==> config.mk <==
export PLATFORM = sky130hd
export DESIGN_NAME = directory_mem_arbiter
export DESIGN_NICKNAME = d
export VERILOG_FILES = /design/src/rtl/directory_mem_arbiter.sv
export SDC_FILE = /design/constraint.sdc
export NUM_CORES = 2
export LEC_CHECK = 0
export ABC_AREA = 0
export BUFFER_PORTS_ARGS = -buffer_cell sky130_fd_sc_hd__buf_2
export CORE_AREA = 2 2 646 648
export DETAILED_ROUTE_END_ITERATION = 10
export DIE_AREA = 0 0 648 650
export GPL_TIMING_DRIVEN = 0
export SLEW_MARGIN = 20
export SYNTH_ARGS = -nofsm -noshare
export SYNTH_HDL_FRONTEND = slang
export SYNTH_SLANG_ARGS = --single-unit
==> constraint.sdc <==
create_clock -name i_clock -period 10.4 [get_ports i_clock]
set_clock_uncertainty 0.2 [all_clocks]
set_input_delay 1.56 -clock i_clock [delete_from_list [all_inputs] [get_ports i_clock]]
set_output_delay 1.56 -clock i_clock [all_outputs]
set_load 0.1 [all_outputs]
==> src/rtl/directory_mem_arbiter.sv <==
// directory_mem_arbiter: round-robin share of one memory port among directory slices, one transaction in flight
module directory_mem_arbiter #(
  parameter int N_PORTS      = 4,
  parameter int PORT_BITS    = 2,
  parameter int MSG_BITS     = 4,
  parameter int ADDRESS_BITS = 32,
  parameter int CACHE_WIDTH  = 128,
  parameter int NO_REQ       = 0,
  parameter int WB_REQ       = 1,
  parameter int R_REQ        = 2,
  parameter int MEM_RESP     = 5
) (
  input  logic                              i_clock,
  input  logic                              i_reset,
  input  logic [N_PORTS*MSG_BITS-1:0]       i_dir_msg_in,
  input  logic [N_PORTS*ADDRESS_BITS-1:0]   i_dir_address_in,
  input  logic [N_PORTS*CACHE_WIDTH-1:0]    i_dir_data_in,
  output logic [N_PORTS*MSG_BITS-1:0]       o_dir_msg_out,
  output logic [N_PORTS*ADDRESS_BITS-1:0]   o_dir_address_out,
  output logic [N_PORTS*CACHE_WIDTH-1:0]    o_dir_data_out,
  output logic [MSG_BITS-1:0]               o_mem_msg_out,
  output logic [ADDRESS_BITS-1:0]           o_mem_address_out,
  output logic [CACHE_WIDTH-1:0]            o_mem_data_out,
  input  logic [MSG_BITS-1:0]               i_mem_msg_in,
  input  logic [ADDRESS_BITS-1:0]           i_mem_address_in,
  input  logic [CACHE_WIDTH-1:0]            i_mem_data_in
);
  localparam logic [MSG_BITS-1:0] L_NO   = MSG_BITS'(NO_REQ);
  localparam logic [MSG_BITS-1:0] L_WB   = MSG_BITS'(WB_REQ);
  localparam logic [MSG_BITS-1:0] L_RD   = MSG_BITS'(R_REQ);
  localparam logic [MSG_BITS-1:0] L_RESP = MSG_BITS'(MEM_RESP);
  typedef enum logic [1:0] {S_IDLE, S_BUSY, S_RESP} state_t;
  state_t                           r_state, w_state_n;
  logic [PORT_BITS-1:0]             r_ptr, r_grant, w_pick, w_idx, w_ptr_n;
  logic [ADDRESS_BITS-1:0]          r_addr;
  logic [CACHE_WIDTH-1:0]           r_rdata;
  logic [MSG_BITS-1:0]              r_mem_msg, w_mem_msg_n;
  logic [ADDRESS_BITS-1:0]          r_mem_addr, w_mem_addr_n;
  logic [CACHE_WIDTH-1:0]           r_mem_data, w_mem_data_n;
  logic [N_PORTS*MSG_BITS-1:0]      r_dir_msg, w_dir_msg_n;
  logic [N_PORTS*ADDRESS_BITS-1:0]  r_dir_addr, w_dir_addr_n;
  logic [N_PORTS*CACHE_WIDTH-1:0]   r_dir_data, w_dir_data_n;
  logic [N_PORTS-1:0]               r_mask, w_elig;
  logic [ADDRESS_BITS-1:0]          r_mask_addr [N_PORTS];
  logic                             w_found, w_hit, w_grant_now, w_hold;
  assign o_mem_msg_out     = r_mem_msg;
  assign o_mem_address_out = r_mem_addr;
  assign o_mem_data_out    = r_mem_data;
  assign o_dir_msg_out     = r_dir_msg;
  assign o_dir_address_out = r_dir_addr;
  assign o_dir_data_out    = r_dir_data;
  // eligibility and first eligible port at or after the round-robin pointer
  always_comb begin
    w_elig  = '0;
    w_found = 1'b0;
    w_pick  = '0;
    w_idx   = '0;
    for (int p = 0; p < N_PORTS; p++)
      w_elig[p] = !r_mask[p] && (i_dir_msg_in[p*MSG_BITS +: MSG_BITS] == L_RD || i_dir_msg_in[p*MSG_BITS +: MSG_BITS] == L_WB);
    for (int i = 0; i < N_PORTS; i++) begin
      w_idx = PORT_BITS'((int'(r_ptr) + i) % N_PORTS);
      if (!w_found && w_elig[w_idx]) begin
        w_found = 1'b1;
        w_pick  = w_idx;
      end
    end
    w_ptr_n = (w_pick == PORT_BITS'(N_PORTS-1)) ? '0 : w_pick + 1'b1;
    w_hit   = i_mem_msg_in == L_RESP && i_mem_address_in == r_addr;
  end
  // state register
  always_ff @(posedge i_clock)
    r_state <= i_reset ? S_IDLE : w_state_n;
  // next state: grant, wait for the matching response, forward it for one cycle
  always_comb
    w_state_n = (r_state == S_IDLE) ? (w_found ? S_BUSY : S_IDLE) :
                (r_state == S_BUSY) ? (w_hit ? S_RESP : S_BUSY) : S_IDLE;
  // next values of the registered memory-side and slice-side outputs
  always_comb begin
    w_grant_now  = r_state == S_IDLE && w_found;
    w_hold       = r_state == S_BUSY && !w_hit;
    w_mem_msg_n  = w_grant_now ? i_dir_msg_in[w_pick*MSG_BITS +: MSG_BITS] : w_hold ? r_mem_msg : L_NO;
    w_mem_addr_n = w_grant_now ? i_dir_address_in[w_pick*ADDRESS_BITS +: ADDRESS_BITS] : w_hold ? r_mem_addr : '0;
    w_mem_data_n = w_grant_now ? i_dir_data_in[w_pick*CACHE_WIDTH +: CACHE_WIDTH] : w_hold ? r_mem_data : '0;
    w_dir_msg_n  = '0;
    w_dir_addr_n = '0;
    w_dir_data_n = '0;
    for (int p = 0; p < N_PORTS; p++) begin
      w_dir_msg_n[p*MSG_BITS +: MSG_BITS]             = (r_state == S_RESP && r_grant == PORT_BITS'(p)) ? L_RESP : L_NO;
      w_dir_addr_n[p*ADDRESS_BITS +: ADDRESS_BITS]    = (r_state == S_RESP && r_grant == PORT_BITS'(p)) ? r_addr : '0;
      w_dir_data_n[p*CACHE_WIDTH +: CACHE_WIDTH]      = (r_state == S_RESP && r_grant == PORT_BITS'(p)) ? r_rdata : '0;
    end
  end
  // datapath: latched transaction, outputs, pointer and stale-request masks
  always_ff @(posedge i_clock) begin
    if (i_reset) begin
      r_ptr      <= '0;
      r_grant    <= '0;
      r_addr     <= '0;
      r_rdata    <= '0;
      r_mem_msg  <= L_NO;
      r_mem_addr <= '0;
      r_mem_data <= '0;
      r_dir_msg  <= '0;
      r_dir_addr <= '0;
      r_dir_data <= '0;
      r_mask     <= '0;
      for (int p = 0; p < N_PORTS; p++) r_mask_addr[p] <= '0;
    end else begin
      r_mem_msg  <= w_mem_msg_n;
      r_mem_addr <= w_mem_addr_n;
      r_mem_data <= w_mem_data_n;
      r_dir_msg  <= w_dir_msg_n;
      r_dir_addr <= w_dir_addr_n;
      r_dir_data <= w_dir_data_n;
      if (w_grant_now) begin
        r_grant <= w_pick;
        r_addr  <= w_mem_addr_n;
        r_ptr   <= w_ptr_n;
      end
      if (r_state == S_BUSY && w_hit) r_rdata <= i_mem_data_in;
      for (int p = 0; p < N_PORTS; p++) begin
        if (r_state == S_RESP && r_grant == PORT_BITS'(p)) begin
          r_mask[p]      <= 1'b1;
          r_mask_addr[p] <= r_addr;
        end else if (r_mask[p] && (i_dir_msg_in[p*MSG_BITS +: MSG_BITS] == L_NO ||
                                   i_dir_address_in[p*ADDRESS_BITS +: ADDRESS_BITS] != r_mask_addr[p]))
          r_mask[p] <= 1'b0;
      end
    end
  end
endmodule

Word-level counts from Yosys, hierarchy flattened
Memory sizes are Yosys's and may differ from the RTL's.
Index checks and enable logic that the tools add are counted.
Storage, ports and cells
  bits in registers: 990
  RAM bits: 128
  input bits: 822
  output and inout bits: 820
  word-level logic and storage cells: 168
  memories kept: 1
Cells by class
  add/subtract/negate cells: 4
  $lt $le $gt $ge: 4
  eq/ne operators: 21
  shifts and indexed selects: 3
  muxes and demuxes: 57
  bitwise gates (word level): 8
  reductions and logical operators: 49
Memories
  r_mask_addr: words 4, width 32, read ports 4, clocked after Yosys merged registers in 0, wr ports 4, line 44  | logic [ADDRESS_BITS-1:0] r_mask_addr [N_PORTS];
Operators by type and width (number)
  512-bit by 10-bit indexed part select with 128-bit output: 1
  128-bit two-way mux: 2
  32-bit two-way mux: 6
  32-bit != test: 4
  128-bit by 8-bit indexed part select with 32-bit output: 1
  32-bit equality test: 1
  1-bit two-way mux: 31
  1-bit logical AND: 19
  4-bit by 1-bit equality test with 1-bit output, second input constant: 4
  4-bit by 2-bit equality test with 1-bit output, second input constant: 4
  4-bit zero test: 4
  2-bit two-way mux: 8
  16-bit by 5-bit indexed part select with 4-bit output: 1
  2-bit by 3-bit < comparator with 1-bit output, second input constant: 4
  3-bit two-way mux: 4
  1-bit binary-select mux with 2-bit select: 4
  2-bit equality test, second input constant: 4
  1-bit zero test: 8
  1-bit logical OR: 8
  4-bit two-way mux: 2
  2-bit nonzero test: 4
  2-bit OR reduction: 4
  2-bit by 1-bit adder with 2-bit output, second input constant: 2
  2-bit adder, second input constant: 2
  6 further kinds: 14

Longest topological paths before layout
  depth after elaboration: 17
  mapped depth: 11
  depth with buffers taken out: 6

Worst setup path after synthesis
OpenSTA, ideal clock, no wires.
  path type: input -> register
  start point: input port i_reset
  end point: memory r_mask_addr[2][0], in the netlist r_mask_addr[0][64] (enable)
  setup time: 0.466 ns
  arrival: 3.433 ns
  slack: 6.301 ns
  stages on the path: 4
  path buffers: 2
  cell sequence: clkbuf_1 clkinv_1 clkbuf_1 o21ai_0
RTL lines
  start, declared: line 14  | input logic i_reset,
  end, declared: line 44

Final worst setup path
  start point: input port i_dir_msg_in[10]
  end point: register r_mem_data[125], in the netlist o_mem_data_out[125]
On the way
  cells in the longest elaborated chain, start to end: 17
  elaborated cells on any way between the ends: 30
  classes of those cells: eq/ne (3); shift (1); mux (17); reduce/logical (9)
Ends and longest elaborated chain
  start, declared: line 15  | input logic [N_PORTS*MSG_BITS-1:0] i_dir_msg_in,
  4-bit by 2-bit equality test with 1-bit output or 4-bit by 1-bit equality test with 1-bit output (tied branches): line 59  | w_elig[p] = !r_mask[p] && (i_dir_msg_in[p*MSG_BITS +: MSG_BITS] == L_RD || i_dir_msg_in[p*MSG_BITS +: MSG_BITS ...
  1-bit logical OR *: line 59
  1-bit logical AND *: line 59
  1-bit binary-select mux with 2-bit select: line 62  | if (!w_found && w_elig[w_idx]) begin
  1-bit two-way mux (implied by the code): line 62
  1-bit two-way mux: line 62
  1-bit zero test: line 62
  1-bit logical AND: line 62
  1-bit two-way mux: line 62
  1-bit zero test: line 62
  1-bit logical AND: line 62
  1-bit two-way mux: line 62
  1-bit zero test: line 62
  1-bit logical AND: line 62
  2-bit two-way mux or 1-bit two-way mux (tied branches): line 62
  512-bit by 10-bit indexed part select with 128-bit output or 1-bit logical AND (tied branches): line 83, 79
  128-bit two-way mux or 2-bit != test (tied branches)
  end signal, assigned: line 111  | r_mem_data <= w_mem_data_n;
  end, declared: line 39  | logic [CACHE_WIDTH-1:0] r_mem_data, w_mem_data_n;
Mark *: on every way between the ends. The rest lies on a longest branch, timed or not. The select of a mux whose other input is x is not followed.
A chain may end at the register's enable or synchronous reset.

==> results_dict.tcl <==
set metrics [dict create \
    drcViolationCount 0 \
    setup_ws_ns 5.06 \
    synth-seq-area-share_pct 57.1 \
    viasPerCell 3.57 \
    slowest_stage "clkbuf_1" \
    endpoint_kind "flop" \
    leakagePower_nw 27.0 \
    area_growth_pct 51.6 \
    p_per_area_nw_per_um2 186 \
    rsz0062_at_grt "no" \
    grt_max_degree 33 \
    clk_latency_ns 0.84 \
    die-area_sq_um 421000 \
    die_w_um 648 \
    core_area_sq_um 415000 \
    antenna_found_initial 189 \
    yosysWarnings 0 \
    rows 237 \
    slew_headroom_pct 15.0 \
    hold_viol 0 \
    clockBufferDepth 4 \
    crit_chain "buf_2 > nor3_1 > nand3_1 > a21oi_2 > buf_2 > clkbuf_1 > o31ai_1 > a211o_1 > a31oi_1" \
    synthMuxAreaShare_pct 5.63 \
    crit_path_frequent_cell "buf_2" \
    synth_top_family_by_area "simple AND/OR/NAND/NOR gates" \
    fill_cells 46900 \
    yosysMostFrequentCell "dfxtp_1" \
    wl_um 375000 \
    yosys-top-cells-count "978 x dfxtp_1, 644 x and2_1, 263 x clkbuf_1" \
    p_total_mw 11.6 \
    place.gp.congestion 0.955 \
    cap_violations 0 \
    multi_input_area_sq_um 16400 \
    yosys.area.top_type "dfxtp_1" \
    synth_edf_count 128 \
    path_buf_inv 3 \
    ioPinCount 1642 \
    hold_buffers 0 \
    ys_ff_latch 1106 \
    synth_compound_area_share_pct 12.0 \
    async_flop_share_pct 0 \
    ant_nets 0 \
    cp_max_fo 10 \
    tightest_slew_ns 1.26 \
    dieHeight_um 650 \
    layout-drive-gt1-share_pct 35.6 \
    setup_viol 0 \
    vias 40500 \
    cts_root_buf "clkbuf_16" \
    synthAdderAreaFrac_pct 0 \
    cts_made_buffers 140 \
    cts.sinks 1106 \
    clk_pin_slew_ns 0.06 \
    drt-wirelength-per-cell_um 33.0 \
    postCtsSetupBuffers 0 \
    status "finished, final reports clean" \
    final_util_pct 15.0 \
    initial_core_util_pct 9.90 \
    required_ns 10.96 \
    critPathKind "in2reg" \
    ys_types 53 \
    cp_top_family "compound AO/OA/AOI/OAI gates" \
    grt-ovfl-total 0 \
    yosys-top-cells-area "dfxtp_1 48%, and2_1 9.8%, edfxtp_1 9.4%, mux2i_1 5.6%, o31ai_1 2.9%" \
    final_nets 6483 \
    stdcell_count 11400 \
    avgSynthCellArea_sq_um 10.7 \
    max_freq_mhz 187 \
    fin_crit_sh_pct 51.4 \
    cts_tree "done" \
    hold_class "reg2reg" \
    synth-xor-area-share_pct 3.46 \
    h-tree-depth 4 \
    portBuffers 1632 \
    grt_pass1_wl_um 453000 \
    place_ws_ns 3.95 \
    maxSlewViolCount 0 \
    synth_cells 3833 \
    yosysTopAreaCellShare_pct 47.7 \
    ir_drop_v 0.000151 \
    grt_pass1_vias 38600 \
    dpl.hpwl_um 324000 \
    regArea_sq_um 23400 \
    drt-initial-drc-count 3729 \
    grt.total_usage_pct 17.0 \
    max_stage_delay_ns 0.88 \
    synth-simple-area-share_pct 18.3 \
    cts_resized 0 \
    placed_cells 11000 \
    dr.pass1.iters 6 \
    cp-start-kind "input pin" \
    worstPathArrival_ns 5.90 \
    period_needed_ns 5.34 \
    synthesis.area_sq_um 41100 \
    synth_flop_cell "dfxtp_1" \
]
cells in the final DEF (no fill, tap or decap), types with 38 or more instances in the layout:
cell type / n
nor2_1: 136
mux2i_1: 231
nand4_1: 189
o31ai_1: 158
edfxtp_1: 128
o21ai_1: 38
xor2_1: 65
clkbuf_16: 145
a21o_1: 81
a211o_1: 79
and2_1: 644
a21boi_0: 44
a31oi_1: 94
nand2_1: 107
clkbuf_1: 240
dfxtp_1: 976
o211ai_1: 67
clkbuf_2: 39
nand3_1: 108
xnor2_1: 81
and3_1: 71
diode_2: 107
buf_2: 1675
sequential cells by signal, summed over array words and instances (netlist names):
name,count
o_dir_data_out,512
o_dir_address_out,128
o_mem_data_out,128
r_mask_addr,128
r_rdata,128
o_mem_address_out,32
r_addr,32
o_dir_msg_out,4
o_mem_msg_out,4
r_mask,4
r_grant,2
r_ptr,2
r_state,2
where the power goes:
group,switching (mW),internal [mW]
sequential,0.132,4.41
clock,2.14,3.03
combinational,1.44,0.436
path summary, 6_finish.rpt:
kind,from,endpoint,slack [ns],cells after the start
min reg2reg,o_mem_data_out[124]$_SDFFE_PP0P_,o_mem_data_out[124]$_SDFFE_PP0P_,0.27,2
max,i_dir_msg_in[10],o_mem_data_out[125]$_SDFFE_PP0P_,5.06,9
min,o_mem_data_out[124]$_SDFFE_PP0P_,o_mem_data_out[124]$_SDFFE_PP0P_,0.27,2
max reg2reg,r_mask[2]$_SDFFE_PP0P_,o_mem_data_out[125]$_SDFFE_PP0P_,5.52,8
metal layers:
metal	share of wire (%)	global-route usage (%)	routed length, um
met2	50	30.7	189000
met3	9.7	5.99	36400
met4	5.8	8.40	21800
met1	34	17.2	128000
met5	0.078	0	293
metrics by stage:
stage               setup TNS, ns  hold slack [ns]  instance area, sq um
finish                          0            0.267                 62200
global route                    0            0.290                 62100
global placement           -87.82            0.254                 56100
floorplan                       0            0.258                 41100
detailed placement              0            0.261                 57200
CTS                             0            0.269                 62000
worst register-to-register path, cell delays in order (launching register included):
cell      delay, ns
dfxtp_1        0.41
nor3_1         0.60
nand3_1        0.25
a21oi_2        0.70
buf_2          0.70
clkbuf_1       0.90
o31ai_1        0.42
a211o_1        0.48
a31oi_1        0.19
layout make-up:
| cell class | instances | share of cell area, % |
|---|---|---|
| sequential | 1106 | 37.6 |
| antenna | 107 | 0.430 |
| clock inverter | 65 | 1.30 |
| inverter | 6 | 0.0362 |
| timing repair buffer | 1679 | 14.4 |
| tap | 5497 | 11.1 |
| multi-input combinational | 2383 | 26.4 |
| clock buffer | 181 | 6.34 |
| buffer | 345 | 2.44 |
kinds of logic (layout without fill, tap and decap cells):
group	after synthesis	count (layout)
multiplexers	231	231
AO/OA/AOI/OAI	668	668
buffers and inverters	351	2276
other	1	115
AND/OR/NAND/NOR	1314	1314
flip-flops	1106	1106
XOR/XNOR	162	162
(Power assumes the default switching activity.)
